### config.mk
export PLATFORM = sky130hd
export DESIGN_NAME = prog_clock_div_flat
export DESIGN_NICKNAME = d
export VERILOG_FILES = /design/src/rtl/clock_div_pkg.sv /design/src/rtl/prog_clock_div_if.sv /design/src/rtl/clkdiv_load_ctrl.sv /design/src/rtl/prog_clock_div.sv /design/src/flat_wrapper.sv
export SDC_FILE = /design/constraint.sdc
export NUM_CORES = 1
export LEC_CHECK = 0
export ABC_AREA = 1
export CORE_UTILIZATION = 58
export CTS_CLUSTER_DIAMETER = 30
export DETAILED_ROUTE_END_ITERATION = 12
export PLACE_DENSITY_LB_ADDON = 0.05
export SLEW_MARGIN = 20
export SYNTH_ARGS = -nofsm -noshare
export SYNTH_HDL_FRONTEND = slang
export SYNTH_SLANG_ARGS = --single-unit
### constraint.sdc
create_clock -name clock -period 5.3 [get_ports clock]
set_input_delay 1.06 -clock clock [delete_from_list [all_inputs] [get_ports clock]]
set_output_delay 1.06 -clock clock [all_outputs]
set_load 0.02 [all_outputs]
### src/rtl/clock_div_pkg.sv
// Shared types and constants for the programmable clock divider.
// Optional tick counter is enabled with CLKDIV_TICK_COUNT_EN.
package clock_div_pkg;

  localparam int CLKDIV_WIDTH_DEFAULT = 17;
  localparam int CLKDIV_TICKCNT_W     = 16;

  typedef logic [CLKDIV_WIDTH_DEFAULT-1:0] div_t;

endpackage

### src/rtl/prog_clock_div_if.sv
// Control/status bundle of prog_clock_div.
// tick_count exists only when CLKDIV_TICK_COUNT_EN is defined.
interface prog_clock_div_if
  import clock_div_pkg::*;
#(
  parameter int WIDTH = CLKDIV_WIDTH_DEFAULT
);

  logic             enable;
  logic             div_load;
  logic [WIDTH-1:0] div_value;
  logic             div_clock;
  logic             tick;
  logic [WIDTH-1:0] active_div;
  logic             pending;
  logic             load_err;
`ifdef CLKDIV_TICK_COUNT_EN
  logic [CLKDIV_TICKCNT_W-1:0] tick_count;

  modport master (
    output enable, div_load, div_value,
    input  div_clock, tick, active_div,
    input  pending, load_err, tick_count
  );

  modport slave (
    input  enable, div_load, div_value,
    output div_clock, tick, active_div,
    output pending, load_err, tick_count
  );
`else
  modport master (
    output enable, div_load, div_value,
    input  div_clock, tick, active_div,
    input  pending, load_err
  );

  modport slave (
    input  enable, div_load, div_value,
    output div_clock, tick, active_div,
    output pending, load_err
  );
`endif

endinterface

### src/rtl/clkdiv_load_ctrl.sv
// Divisor load/apply control: holds the pending divisor and decides
// when it replaces the active one (period boundary or while disabled).
module clkdiv_load_ctrl
  import clock_div_pkg::*;
#(
  parameter int WIDTH       = CLKDIV_WIDTH_DEFAULT,
  parameter int DEFAULT_DIV = 2
) (
  input  logic             clock,
  input  logic             reset,
  input  logic             enable,
  input  logic             div_load,
  input  logic [WIDTH-1:0] div_value,
  input  logic             at_end,
  output logic             apply,
  output logic [WIDTH-1:0] div_nxt,
  output logic [WIDTH-1:0] active_div,
  output logic             pending,
  output logic             load_err
);

  logic [WIDTH-1:0] pending_div;
  logic [WIDTH-1:0] cand;
  logic             load_ok;
  logic             load_bad;
  logic             want;

  // A load landing on the wrap cycle is folded straight into the apply.
  always_comb begin
    load_ok  = div_load && (div_value != '0);
    load_bad = div_load && (div_value == '0);
    want     = pending || load_ok;
    cand     = load_ok ? div_value : pending_div;
    apply    = want && (at_end || !enable);
    div_nxt  = apply ? cand : active_div;
  end

  always_ff @(posedge clock) begin
    if (reset) begin
      active_div  <= WIDTH'(DEFAULT_DIV);
      pending_div <= '0;
      pending     <= 1'b0;
      load_err    <= 1'b0;
    end else begin
      load_err <= load_bad;
      if (apply) begin
        active_div <= cand;
        pending    <= 1'b0;
      end else if (load_ok) begin
        pending_div <= div_value;
        pending     <= 1'b1;
      end
    end
  end

endmodule

### src/rtl/prog_clock_div.sv
// Synchronous programmable divider: tick strobe and square div_clock.
// Define CLKDIV_TICK_COUNT_EN to add the 16-bit tick_count output.
module prog_clock_div
  import clock_div_pkg::*;
#(
  parameter int WIDTH       = CLKDIV_WIDTH_DEFAULT,
  parameter int DEFAULT_DIV = 2
) (
  input logic             clock,
  input logic             reset,
  prog_clock_div_if.slave bus
);

  logic [WIDTH-1:0] count;
  logic [WIDTH-1:0] cnt_nxt;
  logic [WIDTH-1:0] div_nxt;
  logic [WIDTH-1:0] active_div;
  logic [WIDTH:0]   half_nxt;
  logic             at_end;
  logic             apply;
  logic             tick_q;
  logic             dclk_q;

  clkdiv_load_ctrl #(
    .WIDTH       (WIDTH),
    .DEFAULT_DIV (DEFAULT_DIV)
  ) u_load (
    .clock      (clock),
    .reset      (reset),
    .enable     (bus.enable),
    .div_load   (bus.div_load),
    .div_value  (bus.div_value),
    .at_end     (at_end),
    .apply      (apply),
    .div_nxt    (div_nxt),
    .active_div (active_div),
    .pending    (bus.pending),
    .load_err   (bus.load_err)
  );

  // div_clock tracks the count it is registered with, so it is
  // derived from the next count and the next divisor.
  always_comb begin
    at_end = (count == active_div - WIDTH'(1));
    if (apply)
      cnt_nxt = '0;
    else if (bus.enable && at_end)
      cnt_nxt = '0;
    else if (bus.enable)
      cnt_nxt = count + WIDTH'(1);
    else
      cnt_nxt = count;
    half_nxt = ({1'b0, div_nxt} + (WIDTH+1)'(1)) >> 1;
  end

  always_ff @(posedge clock) begin
    if (reset) begin
      count  <= '0;
      tick_q <= 1'b0;
      dclk_q <= 1'b0;
    end else begin
      count  <= cnt_nxt;
      tick_q <= bus.enable && at_end;
      dclk_q <= ({1'b0, cnt_nxt} >= half_nxt);
    end
  end

  assign bus.tick       = tick_q;
  assign bus.div_clock  = dclk_q;
  assign bus.active_div = active_div;

`ifdef CLKDIV_TICK_COUNT_EN
  logic [CLKDIV_TICKCNT_W-1:0] tick_cnt_q;

  always_ff @(posedge clock) begin
    if (reset)
      tick_cnt_q <= '0;
    else if (tick_q)
      tick_cnt_q <= tick_cnt_q + CLKDIV_TICKCNT_W'(1);
  end

  assign bus.tick_count = tick_cnt_q;
`endif

endmodule

### src/flat_wrapper.sv
// flat-port wrapper written by rule: the top's interface ports become plain ports
module prog_clock_div_flat import clock_div_pkg::*;
#(
  parameter int WIDTH       = CLKDIV_WIDTH_DEFAULT,
  parameter int DEFAULT_DIV = 2
)
  (clock, reset, bus_enable, bus_div_load, bus_div_value, bus_div_clock, bus_tick, bus_active_div, bus_pending, bus_load_err);
  prog_clock_div_if #(.WIDTH(WIDTH)) bus_i ();
  input logic clock;
  input logic reset;
  input wire logic [$bits(bus_i.enable)-1:0] bus_enable;
  input wire logic [$bits(bus_i.div_load)-1:0] bus_div_load;
  input wire logic [$bits(bus_i.div_value)-1:0] bus_div_value;
  output wire logic [$bits(bus_i.div_clock)-1:0] bus_div_clock;
  output wire logic [$bits(bus_i.tick)-1:0] bus_tick;
  output wire logic [$bits(bus_i.active_div)-1:0] bus_active_div;
  output wire logic [$bits(bus_i.pending)-1:0] bus_pending;
  output wire logic [$bits(bus_i.load_err)-1:0] bus_load_err;
  assign bus_i.enable = bus_enable;
  assign bus_i.div_load = bus_div_load;
  assign bus_i.div_value = bus_div_value;
  assign bus_div_clock = bus_i.div_clock;
  assign bus_tick = bus_i.tick;
  assign bus_active_div = bus_i.active_div;
  assign bus_pending = bus_i.pending;
  assign bus_load_err = bus_i.load_err;
  prog_clock_div #(.WIDTH(WIDTH), .DEFAULT_DIV(DEFAULT_DIV)) u_core (.clock(clock), .reset(reset), .bus(bus_i));
endmodule
==> key figures, run 1 <==
Clock network
  • CTS root buffer: clkbuf_8
  • TritonCTS Buffers: 5
  • Worst skew pair latency: 0.32 ns
  • CTS tree: yes
  • Clock buffer depth: 2
  • Setup Buffers After CTS: 0
  • # clock sinks: 55
  • H-tree Lvls: 2
  • Reg clk slew, reported paths: 0.10 ns

Synthesis
  • Top FF cell, synth: dfxtp_1
  • Post-Syn Area: 0.004099 sq mm
  • Synth top cells by count: 129 x nand2_1, 80 x nor2_1, 61 x inv_1
  • Ys Warns: 0
  • Top post-synthesis cells by area: dfxtp_1 27%, nand2_1 12%, nor2_1 7.3%, ha_1 6.1%, xor2_1 6.0%
  • Yosys top cell by area: dfxtp_1
  • Synthesized Nets: 654
  • #FFs+latches synth: 55
  • Cells after Synth: 613
  • Post-synthesis cell type count: 42
  • Synth Area per Inst: 6.687 sq um
  • Post-synth ARST share: 0
  • Most frequent cell after synthesis: nand2_1
  • Post-synthesis sequential area ratio: 0.2686
  • Synth top area share: 0.2686
  • Post-synth EDFFs: 0

Timing
  • RSZ-0062 raised after global routing: false
  • Setup_tns: 0 ns
  • Slew Viols, Final: 0
  • Relative max-transition margin: 0.6373
  • Hold Slack: 0.5163 ns
  • Tcrit/Tclk final: 0.9005
  • Max Clock Skew: 0.008507 ns
  • Fin. Hold Viols: 0
  • Worst Tran Pin Value: 0.5434 ns
  • Final setup viols: 0
  • Final min period: 4.773 ns
  • F_max: 209.5 MHz
  • Post-route setup slack: 0.5271 ns

Setup path
  • Most numerous cell on the critical path: nand2_1
  • Worst-path maximum fanout: 16
  • Startpoint Class: input port
  • Critical path type: input port to flop
  • Critical Path RT: 5.52 ns
  • Largest stage delay on the critical path: 0.42 ns
  • CP max stage cell: clkdlybuf4s50_1
  • Crit end category: flop
  • Worst EP arrival: 4.99 ns

Route
  • DR pass1 iterations: 5
  • Drt initial violations: 250
  • Via-to-Cell Ratio: 5.432
  • DRC viols: 0
  • Routed wire length: 10440 um
  • WL per Instance: 14.00 um
  • Antenna-violating nets left: 0
  • Vias: 4052

Floorplan
  • DIE AREA: 0.007407 sq mm
  • Overall die width: 86.07 um
  • Die Ht: 86.07 um
  • Core Region: 0.006794 sq mm
  • Initial Utilization: 0.6033
  • I/O Pins: 42
  • Rows: 30

Power
  • Pleak: 2.061 nW
  • Pwr dens: 216.2 mW/mm^2
  • Max IR drop VDD: 0.1309 mV

Flow run
  • Max-capacitance violation count: 0

Finish
  • Area Overhead vs Synth: 14.22%
  • Fin util: 0.6891
  • Post-route cell area: 0.004682 sq mm
  • Diode count: 0
  • Layout cells sized above 1: 0.1000
  • Layout Nets: 690

GRT
  • Total GRT Usage: 0.3011
  • Vias in the first global route: 3791
  • GRT overflow: 0
  • First-pass GRT wire length: 17550 um
  • Largest net degree at the start of global routing: 37
  • Initial antenna violation count: 0

Placed design
  • Setup WS pre-CTS: 0.2182 ns
  • DP HPWL: 8369 um
  • GP Congestion: 0.9019
  • DP Area: 0.004573 sq mm
  • IO Port Bufs: 41

Outcome
  • Status: completed

Worst hold path
  • Hold Path Class: flop to flop
==> worst max-delay path, delay by kind of cell <==
| family | cells | cell delay (ns) |
|---|---|---|
| xor gates and xnor gates | 1 | 0.17 |
| adders and majority gates | 2 | 0.43 |
| and+or+nand+nor | 12 | 1.83 |
| AOI/OAI and AO/OA | 6 | 0.72 |
| buffers and inverters | 5 | 0.80 |
==> flip-flops by register name, indices dropped and copies added, names as in the netlist <==
signal / count
u_core.count: 17
u_core.u_load.pending: 1
u_core.bus.tick: 1
u_core.u_load.pending_div: 17
u_core.u_load.active_div: 17
u_core.bus.div_clock: 1
u_core.u_load.load_err: 1
==> placed cells by master (no fill, tap or decap), types with 11 or more instances in the layout <==
cell type          n
xnor2_1           11
clkdlybuf4s50_1   41
nand2_1          128
o21ai_0           38
ha_1              20
nor2_1            80
inv_1             61
nor2_2            12
nand2_2           13
a21oi_1           21
nand4_1           15
xor2_1            28
nand3_1           35
dfxtp_1           55
nor3_1            22
==> power by group <==
group	internal (W)	leakage [nW]	switching (W)	total (W)
registers	0.000435	0.450	0.0000209	0.000456
clock network	0.000107	0.0484	0.000139	0.000247
logic	0.000117	1.56	0.000193	0.000310
total	0.000659	2.06	0.000353	0.00101
==> metal layers <==
layer | GRT usage | vias to the layer above | routed length [um]
met5 | 0 | - | 0
met4 | 0.1136 | 0 | 248
met3 | 0.03754 | 29 | 650
met2 | 0.5115 | 130 | 4804
met1 | 0.3893 | 1831 | 4739
li1 | - | 2062 | -
==> logic make-up after synthesis <==
group | Yosys count | share of synthesized area
fa+ha+maj | 20 | 0.06105
flops | 55 | 0.2686
compound gates | 79 | 0.1139
mux | 2 | 0.004884
xor+xnor | 39 | 0.08333
simple gates | 333 | 0.3831
buf+inv | 85 | 0.08516
==> cell type report <==
cell class / instances / area [sq um]
Multi-Input combinational cell: 474 / 2663
Timing Repair Buffer: 47 / 455.4
Sequential cell: 55 / 1101
Clock buffer: 7 / 86.33
Inverter: 66 / 247.7
Tap cell: 96 / 120.1
Clock inverter: 1 / 8.758
Fill cell: 660 / 2112
==> worst paths after layout <==
check,slack [ns],from,to,depth (start not counted)
setup / recovery,0.53,bus_div_value[9],u_core.bus.div_clock,26
hold reg to reg,0.52,u_core.u_load.pending_div[8],u_core.u_load.pending_div[8],2
hold / removal,0.52,u_core.u_load.pending_div[8],u_core.u_load.pending_div[8],2
setup reg to reg,1.00,u_core.u_load.active_div[0],u_core.bus.div_clock,27
==> metrics by stage <==
stage / instances / total power (W)
floorplan: 613 / 0.0006815
global placement: 737 / 0.0007662
detailed placement: 737 / 0.0007715
CTS: 745 / 0.001014
global route: 746 / 0.001069
finish: 746 / 0.001012
==> what timing repair did <==
| item | CTS | global route |
|---|---|---|
| endpoints found under the setup margin | 0 | 1 |
| resized for setup | 0 | 1 |
| hold buffers | 0 | 0 |
| hold endpoints to repair | 0 | 0 |
Power figures use the tool's default switching activity.
==> inputs of run 2 (changes only) <==
--- a/config.mk
+++ b/config.mk
@@ -10,6 +10,7 @@
 export CTS_CLUSTER_DIAMETER = 30
 export DETAILED_ROUTE_END_ITERATION = 12
 export PLACE_DENSITY_LB_ADDON = 0.05
+export SETUP_SLACK_MARGIN = 0.05
 export SLEW_MARGIN = 20
 export SYNTH_ARGS = -nofsm -noshare
 export SYNTH_HDL_FRONTEND = slang
==> key figures, run 2 (synthesis gave the netlist of run 1 again) <==
Timing
  • Relative max-transition margin: 0.6224 (was 0.6373)
  • Post-route setup slack: 0.5742 ns (was 0.5271 ns)
  • Final min period: 4.726 ns (was 4.773 ns)
  • Tcrit/Tclk final: 0.8917 (was 0.9005)
  • RSZ-0062 raised after global routing: false (unchanged)
  • Fin. Hold Viols: 0 (unchanged)
  • Slew Viols, Final: 0 (unchanged)
  • Worst Tran Pin Value: 0.5659 ns (was 0.5434 ns)
  • Hold Slack: 0.5169 ns (was 0.5163 ns)
  • Final setup viols: 0 (unchanged)
  • Setup_tns: 0 ns (unchanged)
  • F_max: 211.6 MHz (was 209.5 MHz)
  • Max Clock Skew: 0.007689 ns (was 0.008507 ns)

Placed design
  • GP Congestion: 0.9019 (unchanged)
  • DP Cell Count: 737 (unchanged)
  • Setup WS pre-CTS: 0.2182 ns (unchanged)
  • DP HPWL: 8369 um (unchanged)
  • IO Port Bufs: 41 (unchanged)

Setup path
  • Critical Path RT: 5.52 ns (about the same)
  • Worst EP arrival: 4.95 ns (was 4.99 ns)
  • Critical path type: input port to flop (unchanged)
  • Worst-path maximum fanout: 16 (unchanged)
  • Startpoint Class: input port (unchanged)
  • Crit end category: flop (unchanged)

Clock network
  • H-tree Lvls: 2 (unchanged)
  • TritonCTS Buffers: 5 (unchanged)
  • Clock buffer depth: 2 (unchanged)
  • Worst skew pair latency: 0.32 ns (about the same)
  • Reg clk slew, reported paths: 0.10 ns (about the same)
  • # clock sinks: 55 (unchanged)
  • # hold bufs at CTS: 0 (unchanged)
  • CTS tree: yes (unchanged)
  • CTS root buffer: clkbuf_8 (unchanged)

Power
  • Design Power: 0.001012 W (about the same)
  • Max IR drop VDD: 0.1310 mV (was 0.1309 mV)
  • Pwr dens: 216.1 mW/mm^2 (was 216.2 mW/mm^2)
  • Pleak: 2.061 nW (about the same)

Floorplan
  • Rows: 30 (unchanged)
  • DIE AREA: 0.007407 sq mm (unchanged)
  • Core Region: 0.006794 sq mm (unchanged)
  • Overall die width: 86.07 um (unchanged)
  • Initial Utilization: 0.6033 (unchanged)
  • Die Ht: 86.07 um (unchanged)
  • I/O Pins: 42 (unchanged)

Finish
  • Post-Layout Cell Count: 746 (unchanged)
  • Diode count: 0 (unchanged)
  • Layout Nets: 690 (unchanged)
  • Highest-count cells in the layout ignoring fill and taps: 127 x nand2_1, 80 x nor2_1, 61 x inv_1 (was 128 x nand2_1, 80 x nor2_1, 61 x inv_1)
  • Commonest non-fill, non-tap cell in the layout: nand2_1 (unchanged)
  • Regs by FF count: u_core.count (17), u_core.u_load.active_div (17), u_core.u_load.pending_div (17) (unchanged)
  • Layout cells sized above 1: 0.1015 (was 0.1000)
  • Area Overhead vs Synth: 14.29% (was 14.22%)

Outcome
  • Status: completed (unchanged)

GRT
  • Vias in the first global route: 3791 (unchanged)
  • First-pass GRT wire length: 17550 um (unchanged)
  • GRT overflow: 0 (unchanged)
  • Total GRT Usage: 0.3011 (unchanged)
  • Initial antenna violation count: 0 (unchanged)
  • Largest net degree at the start of global routing: 37 (unchanged)

Route
  • DR pass1 iterations: 6 (was 5)
  • WL per Instance: 14.02 um (was 14.00 um)
  • Antenna-violating nets left: 0 (unchanged)
  • Routed wire length: 10460 um (was 10440 um)
  • Drt initial violations: 252 (was 250)
  • DRC viols: 0 (unchanged)
  • Vias: 4053 (was 4052)
  • Via-to-Cell Ratio: 5.433 (was 5.432)

Worst hold path
  • Hold Path Class: flop to flop (unchanged)

Flow run
  • Max-capacitance violation count: 0 (unchanged)
[run 2: cell count changes in the layout (fill, tap and decap cells not counted)]
cell | before | now
nand2_2 | 13 | 14
nand2_1 | 128 | 127
[run 2: cell type report]
type | instances | area (sq um)
Multi-Input combinational cell | 474 | 2665
Fill cell | 659 | 2110
Sequential cell | 55 | 1101
Timing Repair Buffer | 47 | 455.4
Inverter | 66 | 247.7
Tap cell | 96 | 120.1
Clock buffer | 7 | 86.33
Clock inverter | 1 | 8.758
[run 2: routing by layer]
layer | share of wire | track usage
met1 | 0.46 | 0.3893
met2 | 0.46 | 0.5115
met3 | 0.053 | 0.03754
met4 | 0.028 | 0.1136
met5 | 0 | 0
[run 2: per-stage QoR]
step | cell area (sq um) | util
4_1_cts | 4668 | 0.6871
3_3_place_gp | 4573 | 0.6731
5_1_grt | 4684 | 0.6895
2_1_floorplan | 4099 | -
3_5_place_dp | 4573 | 0.6731
6_report | 4684 | 0.6895
[run 2: critical path, cell delays in order]
cell and delay (ns):
clkdlybuf4s50_1 0.42, nor4_1 0.34, nand4_1 0.31, nand2_2 0.19, buf_4 0.22, nand2_1 0.06
o21ai_0 0.11, nand3_1 0.16, nand2_1 0.13, ha_1 0.19, nand2_2 0.09, nor2_4 0.14
inv_2 0.06, nor2_2 0.17, xor2_1 0.17, ha_1 0.24, nand2_1 0.08, inv_1 0.05
o21ai_0 0.07, nand2_1 0.07, a41oi_1 0.19, o21ai_0 0.10, a21oi_1 0.13, o21ai_0 0.10
nand2_1 0.07, inv_1 0.04
[run 2: final timing paths]
path | end | startpoint | slack (ns) | cells after the start
max | u_core.bus.div_clock | bus_div_value[9] | 0.57 | 26
min | u_core.u_load.pending_div[14] | u_core.u_load.pending_div[14] | 0.52 | 2
max reg2reg | u_core.bus.div_clock | u_core.u_load.active_div[0] | 1.02 | 27
min reg2reg | u_core.u_load.pending_div[14] | u_core.u_load.pending_div[14] | 0.52 | 2
[run 2: what timing repair did]
| item | in CTS | in global routing |
|---|---|---|
| setup buffers | 0 | 0 |
| gates resized for setup | 0 | 2 |
| setup endpoints to repair | 0 | 1 |
[run 2: where the power goes]
| group | switching, W | internal, W | leakage [nW] |
|---|---|---|---|
| Sequential | 0.0000210 | 0.000435 | 0.450 |
| Combinational | 0.000193 | 0.000117 | 1.56 |
| Clock | 0.000139 | 0.000107 | 0.0484 |
| Total | 0.000353 | 0.000659 | 2.06 |
==> inputs of run 3 (changes only) <==
--- a/config.mk
+++ b/config.mk
@@ -6,7 +6,7 @@
 export NUM_CORES = 1
 export LEC_CHECK = 0
 export ABC_AREA = 1
-export CORE_UTILIZATION = 58
+export CORE_UTILIZATION = 39
 export CTS_CLUSTER_DIAMETER = 30
 export DETAILED_ROUTE_END_ITERATION = 12
 export PLACE_DENSITY_LB_ADDON = 0.05
==> key figures, run 3 (synthesis gave the netlist of run 1 again) <==
Placed design
  • GP Congestion: 0.8589 (was 0.9019)
  • IO Port Bufs: 41 (unchanged)
  • Setup WS pre-CTS: 0.2023 ns (was 0.2182 ns)
  • DP HPWL: 9131 um (was 8369 um)

Floorplan
  • I/O Pins: 42 (unchanged)
  • Initial Utilization: 0.3988 (was 0.6033)
  • Overall die width: 104.5 um (was 86.07 um)
  • DIE AREA: 0.01092 sq mm (was 0.007407 sq mm)
  • Die Ht: 104.5 um (was 86.07 um)
  • Rows: 37 (was 30)
  • Core Region: 0.01028 sq mm (was 0.006794 sq mm)

GRT
  • Total GRT Usage: 0.2160 (was 0.3011)
  • Initial antenna violation count: 0 (unchanged)
  • Vias in the first global route: 3920 (was 3791)
  • Largest net degree at the start of global routing: 30 (was 37)
  • First-pass GRT wire length: 18700 um (was 17550 um)
  • GRT overflow: 0 (unchanged)

Route
  • Via-to-Cell Ratio: 4.990 (was 5.433)
  • Drt initial violations: 172 (was 252)
  • DRC viols: 0 (unchanged)
  • Vias: 3927 (was 4053)
  • WL per Instance: 14.18 um (was 14.02 um)
  • Antenna-violating nets left: 0 (unchanged)
  • DR pass1 iterations: 4 (was 6)
  • Routed wire length: 11160 um (was 10460 um)

Finish
  • Regs by FF count: u_core.count (17), u_core.u_load.active_div (17), u_core.u_load.pending_div (17) (unchanged)
  • Commonest non-fill, non-tap cell in the layout: nand2_1 (unchanged)
  • Layout cells sized above 1: 0.1014 (was 0.1015)
  • Layout Nets: 691 (was 690)
  • Diode count: 0 (unchanged)
  • Area Overhead vs Synth: 16.03% (was 14.29%)
  • Highest-count cells in the layout ignoring fill and taps: 129 x nand2_1, 80 x nor2_1, 61 x inv_1 (was 127 x nand2_1, 80 x nor2_1, 61 x inv_1)

Setup path
  • Critical path type: input port to flop (unchanged)
  • Startpoint Class: input port (unchanged)
  • Worst EP arrival: 4.95 ns (about the same)
  • Crit end category: flop (unchanged)
  • Worst-path maximum fanout: 29 (was 16)
  • Critical Path RT: 5.52 ns (about the same)

Clock network
  • # clock sinks: 55 (unchanged)
  • CTS root buffer: clkbuf_8 (unchanged)
  • CTS tree: yes (unchanged)
  • Setup Buffers After CTS: 0 (unchanged)
  • Post-CTS Resized: 0 (unchanged)
  • Reg clk slew, reported paths: 0.10 ns (about the same)
  • H-tree Lvls: 2 (unchanged)
  • # hold bufs at CTS: 0 (unchanged)
  • Clock buffer depth: 2 (unchanged)
  • Worst skew pair latency: 0.32 ns (about the same)
  • TritonCTS Buffers: 5 (unchanged)

Power
  • Pwr dens: 223.6 mW/mm^2 (was 216.1 mW/mm^2)
  • Pleak: 2.077 nW (was 2.061 nW)
  • Max IR drop VDD: 0.1137 mV (was 0.1310 mV)

Timing
  • Worst Tran Pin Value: 1.035 ns (was 0.5659 ns)
  • Post-route setup slack: 0.5723 ns (was 0.5742 ns)
  • Final min period: 4.728 ns (was 4.726 ns)
  • Slew Viols, Final: 0 (unchanged)
  • Setup_tns: 0 ns (unchanged)
  • F_max: 211.5 MHz (was 211.6 MHz)
  • Tcrit/Tclk final: 0.8920 (was 0.8917)
  • Final setup viols: 0 (unchanged)
  • Relative max-transition margin: 0.3080 (was 0.6224)
  • RSZ-0062 raised after global routing: false (unchanged)
  • Max Clock Skew: 0.01023 ns (was 0.007689 ns)
  • Fin. Hold Viols: 0 (unchanged)

Flow run
  • Max-capacitance violation count: 0 (unchanged)

Worst hold path
  • Hold Path Class: flop to flop (unchanged)

Outcome
  • Status: completed (unchanged)
## run 3: cell types whose count changed in the layout (fill, tap and decap cells not counted), sizes merged
cell / previous run / this run
buf: 6 / 8
clkbuf: 7 / 6
nand2: 145 / 144
bufinv: 0 / 1
## run 3: through the flow
stage	power, W	instance area (sq um)	instances	utilization	hold WS (ns)
finish	0.001063	4756	787	0.4627	0.5199
global route	0.001131	4756	787	0.4627	0.5581
CTS	0.001073	4756	787	0.4627	0.5236
detailed placement	0.0007783	4638	779	0.4513	0.5030
global placement	0.0007754	4638	779	0.4513	0.4930
floorplan	0.0006815	4099	613	-	0.4751
## run 3: power by group
group | total (W) | switching (W) | leakage, nW | internal [W]
clock network | 0.000296 | 0.000143 | 0.0612 | 0.000153
logic | 0.000310 | 0.000193 | 1.57 | 0.000117
registers | 0.000457 | 0.0000224 | 0.450 | 0.000435
total | 0.00106 | 0.000358 | 2.08 | 0.000705
## run 3: worst paths after layout
kind | slack (ns) | start | depth (start not counted) | endpoint
worst max register to register | 0.77 | u_core.u_load.active_div[0] | 29 | u_core.bus.div_clock
worst min-delay path | 0.52 | u_core.u_load.pending_div[14] | 2 | u_core.u_load.pending_div[14]
worst max-delay path | 0.57 | bus_div_value[9] | 23 | u_core.bus.div_clock
worst min register to register | 0.52 | u_core.u_load.pending_div[14] | 2 | u_core.u_load.pending_div[14]
## run 3: area by class of cell
class	instances	area (sq um)
fill	1119	5522
multi-input combinational	473	2649
sequential	55	1101
timing repair buffer	49	470.5
inverter	66	247.7
tap	136	170.2
clock buffer	6	82.58
clock inverter	2	35.03
## run 3: routing by layer
metal | vias to the layer above | share of wire | track usage
li1 | 2060 | - | -
met1 | 1780 | 0.47 | 0.2636
met2 | 68 | 0.48 | 0.3884
met3 | 19 | 0.029 | 0.02757
met4 | 0 | 0.021 | 0.07143
met5 | - | 0 | 0
## run 3: critical path, stage by stage
cell             delay (ns)
clkdlybuf4s50_1        0.42
nor4_1                 0.36
nand4_1                0.16
nand2_1                0.12
nand2_1                0.22
nand2_8                0.26
buf_4                  0.31
o21ai_0                0.29
nor2_2                 0.28
nand2_1                0.10
nor2_1                 0.15
nand3_1                0.10
nand2_1                0.10
inv_1                  0.04
ha_1                   0.27
nand2_1                0.08
inv_1                  0.04
nand3_1                0.08
nand3b_1               0.13
o211a_1                0.16
o21ai_0                0.08
nand2_1                0.06
inv_1                  0.05
